[src/rtl/branch_predictor_pkg.sv]
// Shared encodings for the fetch-side branch predictor: counter states,
// allocation/miss defaults and the saturating counter step.
package branch_predictor_pkg;

  localparam int BP_ADDR_W = 32;

  localparam logic [1:0] BP_SNT = 2'b00;
  localparam logic [1:0] BP_WNT = 2'b01;
  localparam logic [1:0] BP_WT  = 2'b10;
  localparam logic [1:0] BP_ST  = 2'b11;

  localparam logic [1:0] BP_ALLOC_CTR = BP_WT;
  localparam logic [1:0] BP_MISS_PRED = BP_WNT;

  // One training step of a 2-bit counter; pins at BP_SNT and BP_ST.
  function automatic logic [1:0] bp_ctr_step(input logic [1:0] ctr, input logic taken);
    logic [1:0] nxt;
    nxt = ctr;
    case (ctr)
      BP_SNT:  nxt = taken ? BP_WNT : BP_SNT;
      BP_WNT:  nxt = taken ? BP_WT  : BP_SNT;
      BP_WT:   nxt = taken ? BP_ST  : BP_WNT;
      BP_ST:   nxt = taken ? BP_ST  : BP_WT;
      default: nxt = BP_WNT;
    endcase
    return nxt;
  endfunction

endpackage

[src/rtl/bp_sat_ctr.sv]
// Combinational next state of one 2-bit saturating direction counter.
module bp_sat_ctr
  import branch_predictor_pkg::*;
(
  input  logic [1:0] ctr,
  input  logic       taken,
  output logic [1:0] ctr_next
);

  // Saturating step, shared with anything else that trains a counter.
  always_comb begin
    ctr_next = bp_ctr_step(ctr, taken);
  end

endmodule

[src/rtl/branch_predictor.sv]
// Direct-mapped BTB with per-entry 2-bit counters, combinational lookup on
// the fetch PC, execute-stage training and a wrapping mispredict counter.
module branch_predictor
  import branch_predictor_pkg::*;
#(
  parameter int ADDR_W  = BP_ADDR_W,
  parameter int ENTRIES = 64,
  parameter int IDX_W   = 6,
  parameter int CNT_W   = 16
) (
  input  logic              clk,
  input  logic              rst,
  input  logic [ADDR_W-1:0] lookup_pc,
  output logic [1:0]        prediction,
  output logic [ADDR_W-1:0] addr_predicted,
  input  logic              upd_valid,
  input  logic [ADDR_W-1:0] upd_pc,
  input  logic              upd_taken,
  input  logic [ADDR_W-1:0] upd_target,
  input  logic              upd_mispredict,
  output logic [CNT_W-1:0]  mispredict_cnt
);

  localparam int TAG_W = ADDR_W - IDX_W - 2;

  logic [ENTRIES-1:0] valid_r;
  logic [TAG_W-1:0]   tag_r    [ENTRIES];
  logic [ADDR_W-1:0]  target_r [ENTRIES];
  logic [1:0]         ctr_r    [ENTRIES];
  logic [CNT_W-1:0]   cnt_r;

  logic [IDX_W-1:0] lk_idx_s;
  logic [TAG_W-1:0] lk_tag_s;
  logic             lk_hit_s;
  logic [IDX_W-1:0] upd_idx_s;
  logic [TAG_W-1:0] upd_tag_s;
  logic             upd_hit_s;
  logic [1:0]       upd_ctr_next_s;
  logic [1:0]       unused_pc_bits_s;

  assign lk_idx_s  = lookup_pc[IDX_W+1:2];
  assign lk_tag_s  = lookup_pc[ADDR_W-1:IDX_W+2];
  assign upd_idx_s = upd_pc[IDX_W+1:2];
  assign upd_tag_s = upd_pc[ADDR_W-1:IDX_W+2];
  assign unused_pc_bits_s = upd_pc[1:0];

  // The valid bit gates the compare, so stale tags never produce a hit.
  assign lk_hit_s  = valid_r[lk_idx_s] && (tag_r[lk_idx_s] == lk_tag_s);
  assign upd_hit_s = valid_r[upd_idx_s] && (tag_r[upd_idx_s] == upd_tag_s);

  bp_sat_ctr u_sat_ctr (
    .ctr      (ctr_r[upd_idx_s]),
    .taken    (upd_taken),
    .ctr_next (upd_ctr_next_s)
  );

  // Zero-latency lookup; a miss falls through to the sequential PC.
  always_comb begin
    prediction     = BP_MISS_PRED;
    addr_predicted = lookup_pc + ADDR_W'(32'd4);
    if (lk_hit_s) begin
      prediction     = ctr_r[lk_idx_s];
      addr_predicted = target_r[lk_idx_s];
    end else begin
      prediction     = BP_MISS_PRED;
      addr_predicted = lookup_pc + ADDR_W'(32'd4);
    end
  end

  // Valid bits: cleared together on reset, set when a taken miss allocates.
  always_ff @(posedge clk) begin
    if (rst) begin
      valid_r <= '0;
    end else if (upd_valid && upd_taken) begin
      valid_r[upd_idx_s] <= 1'b1;
    end else begin
      valid_r <= valid_r;
    end
  end

  // Entry payload; left unreset because it is unreachable until valid is set.
  always_ff @(posedge clk) begin
    if (!rst && upd_valid) begin
      if (upd_hit_s) begin
        ctr_r[upd_idx_s] <= upd_ctr_next_s;
        if (upd_taken) begin
          target_r[upd_idx_s] <= upd_target;
        end
      end else if (upd_taken) begin
        tag_r[upd_idx_s]    <= upd_tag_s;
        target_r[upd_idx_s] <= upd_target;
        ctr_r[upd_idx_s]    <= BP_ALLOC_CTR;
      end
    end
  end

  // Mispredict perf counter; wraps naturally at full scale.
  always_ff @(posedge clk) begin
    if (rst) begin
      cnt_r <= '0;
    end else if (upd_valid && upd_mispredict) begin
      cnt_r <= cnt_r + CNT_W'(1'b1);
    end else begin
      cnt_r <= cnt_r;
    end
  end

  assign mispredict_cnt = cnt_r;

endmodule

[config.mk]
export PLATFORM = sky130hd
export DESIGN_NAME = branch_predictor
export DESIGN_NICKNAME = d
export VERILOG_FILES = /design/src/rtl/branch_predictor_pkg.sv /design/src/rtl/bp_sat_ctr.sv /design/src/rtl/branch_predictor.sv
export SDC_FILE = /design/constraint.sdc
export NUM_CORES = 2
export LEC_CHECK = 0
export BUFFER_PORTS_ARGS = -buffer_cell sky130_fd_sc_hd__buf_2
export CAP_MARGIN = 20
export CELL_PAD_IN_SITES_DETAIL_PLACEMENT = 0
export CELL_PAD_IN_SITES_GLOBAL_PLACEMENT = 1
export CORE_ASPECT_RATIO = 1.2
export CORE_UTILIZATION = 35
export DETAILED_ROUTE_END_ITERATION = 6
export PLACE_DENSITY = 0.57
export SLEW_MARGIN = 25
export SYNTH_ARGS = -nofsm -noshare
export SYNTH_HDL_FRONTEND = slang
export SYNTH_HIERARCHICAL = 1
export SYNTH_SLANG_ARGS = --single-unit
export TNS_END_PERCENT = 5
[constraint.sdc]
create_clock -name clk -period 12 [get_ports clk]
set_input_delay 2.4 -clock clk [delete_from_list [all_inputs] [get_ports clk]]
set_output_delay 2.4 -clock clk [all_outputs]
set_load 0.1 [all_outputs]
=== Word level (Yosys, flattened, before mapping) ===
Memories as Yosys holds them, arrays and structs flattened.
Cells that the tools add are included.
Widths: inputs -> output; s select.

* Flip-flop bits (word level): 80
* Bits in writable memories: 3,712
* Input port bits: 101
* Output and inout port bits: 50
* Word-level logic and storage cells: 51
* Memories kept: 3

{| class="wikitable"
|+ Memory list
! name !! words !! bits a word !! read ports !! clocked after memory_dff !! write ports !! line !! text
|-
| target_r || 64 || 32 || 1 || 0 || 1 || branch_predictor.sv:28 || <nowiki>logic [ADDR_W-1:0] target_r [ENTRIES];</nowiki>
|-
| tag_r || 64 || 24 || 2 || 0 || 1 || branch_predictor.sv:27 || <nowiki>logic [TAG_W-1:0] tag_r [ENTRIES];</nowiki>
|-
| ctr_r || 64 || 2 || 2 || 0 || 1 || branch_predictor.sv:29 || <nowiki>logic [1:0] ctr_r [ENTRIES];</nowiki>
|}

* Add/subtract/negate cells: 2
* $lt $le $gt $ge: 3
* Eq/ne operators: 5
* Mux-type cells: 25
* Bitwise logic cells: 3
* Reduce and logical (&&, ||, !) cells: 8

{| class="wikitable"
|+ Operators by type and width
! kind !! count
|-
| $mux 32 || 2
|-
| $or 64x64->64 || 1
|-
| $eq 24x24->1 || 2
|-
| $add 32x3->32 const B || 1
|-
| $add 16x1->16 const B || 1
|-
| $mux 1 || 15
|-
| $lt 6x7->1 const B || 2
|-
| $bmux 1 s6 || 2
|-
| $mux 2 || 4
|-
| $pmux 2 s4 || 1
|-
| $demux 1 s6 || 1
|-
| $ge 6x1->1 const B || 1
|-
| $logic_and 1x1->1 || 6
|-
| $eq 2x2->1 const B || 2
|-
| $eq 2x1->1 const B || 1
|-
| $logic_not 2->1 || 1
|-
| $or 1x1->1 || 2
|-
| $logic_not 1->1 || 1
|}

=== Depth between registers and ports, before layout ===
* Depth after elaboration: 7
* Gate-level depth with buffers: 18
* Gate-level depth less buffers: 11

=== Modules after synthesis ===
The synthesis kept the hierarchy.

{| class="wikitable"
|+ Modules (own cells, without submodules)
! module !! instances !! cells an instance !! area each (µm²) !! seq. area each (µm²)
|-
| branch_predictor || 1 || 8,091 || 160,622.8 || 113,068.4
|-
| bp_sat_ctr || 1 || 3 || 26.3 || 0.0
|}

=== Worst setup path before layout ===
No wires, ideal clock.

* Kind: in2out
* Start point: in lookup_pc[2]
* End point: out addr_predicted[13]
* Data arrival time: 6.105 ns
* Required time: 9.600 ns
* Setup slack: 3.495 ns
* Cell stages on the path: 12
* Buffers on the path: 8
* Cell sequence: buf_6 > buf_12 > buf_8 > buf_6 > buf_4 > buf_2 > clkbuf_1 > buf_2 > mux4_2 > mux4_2 > mux4_2 > mux2_1

* Word-level cells in the longest chain between the ends: 4
* Elaborated cells between the ends (all ways): 8
* Those cells by class: add/sub (1); eq/ne (1); mux (3); reduce/logical (1); memory (2)

{| class="wikitable"
|+ RTL lines
! what !! line !! text
|-
| start, declared || branch_predictor.sv:13 || <nowiki>input logic [ADDR_W-1:0] lookup_pc,</nowiki>
|-
| $mem_v2 64x24 or $bmux 1 s6 (tied branches) || -- ||
|-
| $eq 24x24->1 or $mux 1 (tied branches) || branch_predictor.sv:48 || <nowiki>assign lk_hit_s = valid_r[lk_idx_s] && (tag_r[lk_idx_s] == lk_tag_s);</nowiki>
|-
| $logic_and 1x1->1 || branch_predictor.sv:48 ||
|-
| $mux 32 (*) || branch_predictor.sv:61 || <nowiki>if (lk_hit_s) begin</nowiki>
|-
| end, declared || branch_predictor.sv:15 || <nowiki>output logic [ADDR_W-1:0] addr_predicted,</nowiki>
|}

Every way passes the cells marked *; elsewhere a longest branch is shown, timed or not. The select of a mux whose other input is x is not followed.

=== Worst setup path after layout ===
* Start point: in lookup_pc[2]
* End point: out addr_predicted[15]

Same word-level chain as after synthesis.

==> impl_metrics.json <==
{
  "vias": 94400,
  "yosysWarnings": 6,
  "wl_per_cell_um": 41.5,
  "viasPerCell": 6.38,
  "firstDrtPassIters": 6,
  "leakagePower_nw": 56.3,
  "grt_max_degree": 122,
  "reg2reg_depth": 12,
  "worst_clock_skew_ns": 0.119,
  "final_cell_mix": "3712 x edfxtp_1, 1147 x mux4_2, 414 x buf_4",
  "grtUsageTotal_pct": 26.1,
  "synth_area_per_cell_um2": 19.8,
  "synth_nets": 8197,
  "syn2layout_area_growth_pct": 14.2,
  "setup_tns_ns": 0,
  "finalWirelength_mm": 614,
  "fin_crit_ns": 10.31,
  "clk_path_buf_depth": 4,
  "min_path_cells": 2,
  "nets": 8527,
  "r2r-start": "tag_r[33][21]$_DFFE_PP_",
  "end_kind": "output port",
  "powerDensity_nw_per_um2": 157,
  "rsz0062_at_grt": "no",
  "clock-sinks": 3792,
  "die_w_um": 620,
  "criticalPathCategory": "input pin to output port",
  "drive_above_1_share_pct": 30.5,
  "cp.required_ns": 9.60,
  "clk_pin_slew_ns": 0.06,
  "drt_iter0_drc": 13200,
  "worstHoldPathType": "flip-flop to flip-flop",
  "cts_resized": 0,
  "post-cts-setup-buffers": 0,
  "numPortBuffers": 148,
  "place_hpwl_mm": 359,
  "status": "finished with violations",
  "synth.distinct_cells": 82,
  "nFillCells": 40600,
  "synth_edf_count": 3712,
  "gr-total-overflow": 0,
  "vdd_drop_max_mv": 0.159,
  "grt_pass1_vias": 93800,
  "r2r_setup_slack_ns": 5.12,
  "fin_crit_sh_pct": 85.9,
  "final_common_cell": "edfxtp_1",
  "crit_path_max_fanout": 84,
  "dieArea_um2": 462000,
  "finalSetupViolCount": 0,
  "fin_util_pct": 40.1,
  "syn_inst": 8094,
  "worstPathArrival_ns": 7.91,
  "grt_pass1_wl_mm": 823,
  "fmax_mhz": 97.0,
  "r2r_end": "ctr_r[30][0]$_DFFE_PP_",
  "holdBufCountCts": 0,
  "cts_root_buf": "clkbuf_16",
  "ys_ff_latch": 3792,
  "ys_seq_area_share_pct": 70.4,
  "hp-start": "valid_r[1]$_SDFFE_PP0P_",
  "synth_flop_cell": "edfxtp_1",
  "violations": "DRC",
  "rows": 272,
  "start_util_pct": 35.1,
  "critPathLaunchType": "input pin",
  "clock_latency_ns": 1.06,
  "netlist_area_um2": 161000,
  "routabilityCongestion": 0.907,
  "coreArea_um2": 457000,
  "grt_antenna_before_repair": 52,
  "antenna_left": 0,
  "drv_cap": 0,
  "cts_buffers": 393,
  "async_reset_ff_share_pct": 0,
  "io_pins": 151,
  "tightest_slew_ns": 1.21,
  "die_h_um": 744,
  "hold_path_end": "valid_r[1]$_SDFFE_PP0P_",
  "htreeDepth": 5,
  "slew_headroom_pct": 18.7,
  "post-route-drc-count": 13,
  "cts_tree": "done",
  "slew_viol_final": 0,
  "hold_viol_final": 0
}
==> cell type report <==
class / instances / area [um^2] / area share (%)
inverters: 79 / 319 / 0.174
diodes: 26 / 65.1 / 0.0355
flip-flops and latches: 3792 / 113000 / 61.7
repair buffers: 577 / 4780 / 2.61
clock inverters: 211 / 1940 / 1.06
multi-input cells: 3581 / 45300 / 24.7
clock buffers: 498 / 10400 / 5.68
well taps: 6028 / 7540 / 4.11
==> through the flow <==
| step | area [um^2] | cells | worst slack, ns | power [W] | hold slack, ns |
|---|---|---|---|---|---|
| 3_5_place_dp | 171000 | 14100 | 1.77 | 0.0170 | 0.480 |
| 2_1_floorplan | 161000 | 8094 | 3.50 | 0.0160 | 0.459 |
| 5_1_grt | 183000 | 14800 | 1.54 | 0.0295 | 0.505 |
| 3_3_place_gp | 171000 | 14100 | 1.67 | 0.0170 | 0.471 |
| 4_1_cts | 183000 | 14800 | 1.74 | 0.0290 | 0.489 |
| 6_report | 183000 | 14800 | 1.69 | 0.0288 | 0.487 |
==> per-layer routing <==
metal  wire length, um  global-route usage (%)  up-vias
met5               111                       0        -
met4             37300                    13.4       16
met3             57000                    5.65     1494
met2            291000                    42.2     5966
met1            228000                    33.1    51400
li1                  -                       -    35600
==> registers in the layout, summed over array words and instances (netlist names) <==
| name | flops |
|---|---|
| mispredict_cnt | 16 |
| tag_r | 1536 |
| ctr_r | 128 |
| valid_r | 64 |
| target_r | 2048 |
==> power breakdown <==
group | internal, W | switching [W] | leakage, nW | total (W)
clock | 0.00674 | 0.00530 | 6.02 | 0.0120
combinational | 0.000715 | 0.00147 | 16.3 | 0.00219
sequential | 0.0146 | 0.0000101 | 34.0 | 0.0146
==> worst max path at each step <==
| stage | start | end | cells past startpoint | slack (ns) |
|---|---|---|---|---|
| 2_1_floorplan | lookup_pc[2] | addr_predicted[13] | 12 | 3.50 |
| 3_3_place_gp | lookup_pc[2] | addr_predicted[15] | 13 | 1.67 |
| 3_5_place_dp | lookup_pc[2] | addr_predicted[15] | 15 | 1.77 |
| 4_1_cts | lookup_pc[2] | addr_predicted[19] | 15 | 1.74 |
| 5_1_grt | lookup_pc[2] | addr_predicted[19] | 15 | 1.54 |
| 6_report | lookup_pc[2] | addr_predicted[15] | 13 | 1.69 |
==> synthesized netlist by cell type (all sizes together), types with 22 or more instances <==
master	count	area share, %
a221o	52	0.32
a21oi	114	0.36
mux2i	251	1.6
nor3	100	0.32
o22ai	196	0.76
a22o	43	0.23
a22oi	178	0.83
clkbuf	301	0.70
buf	341	1.2
mux2	168	1.2
dfxtp	80	1.0
nand4	27	0.11
inv	77	0.18
nor2	163	0.38
mux4	1155	16
a221oi	365	2.0
o2bb2ai	31	0.17
xor2	42	0.23
xnor2	46	0.25
o21ai	80	0.25
a31oi	22	0.086
o221ai	23	0.13
nand2	184	0.43
edfxtp	3712	69
nand3	54	0.17
nor4	56	0.37
==> logic make-up (layout without fill, tap and decap cells) <==
| family | count (synthesis) | count (layout) | synth area share, % |
|---|---|---|---|
| DFF | 3792 | 3792 | 70.4 |
| xor gates and xnor gates | 88 | 88 | 0.480 |
| other | 0 | 26 | 0 |
| buffers and inverters | 721 | 1365 | 2.13 |
| muxes | 1574 | 1574 | 19.0 |
| and+or+nand+nor | 711 | 711 | 2.32 |
| AOI/OAI and AO/OA | 1204 | 1204 | 5.68 |
| adders and majority gates | 4 | 4 | 0.0296 |
==> worst max-delay path, stage by stage <==
cell	delay, ns
buf_12	0.57
buf_12	0.55
mux4_2	0.61
mux4_2	0.50
nor2_1	0.52
o21ai_0	0.43
xnor2_1	0.26
nand2_1	0.09
or4_1	0.45
nor3_4	0.23
buf_12	0.34
mux2_2	0.41
buf_2	0.30
Note: power is estimated with default switching activity, not from simulation.
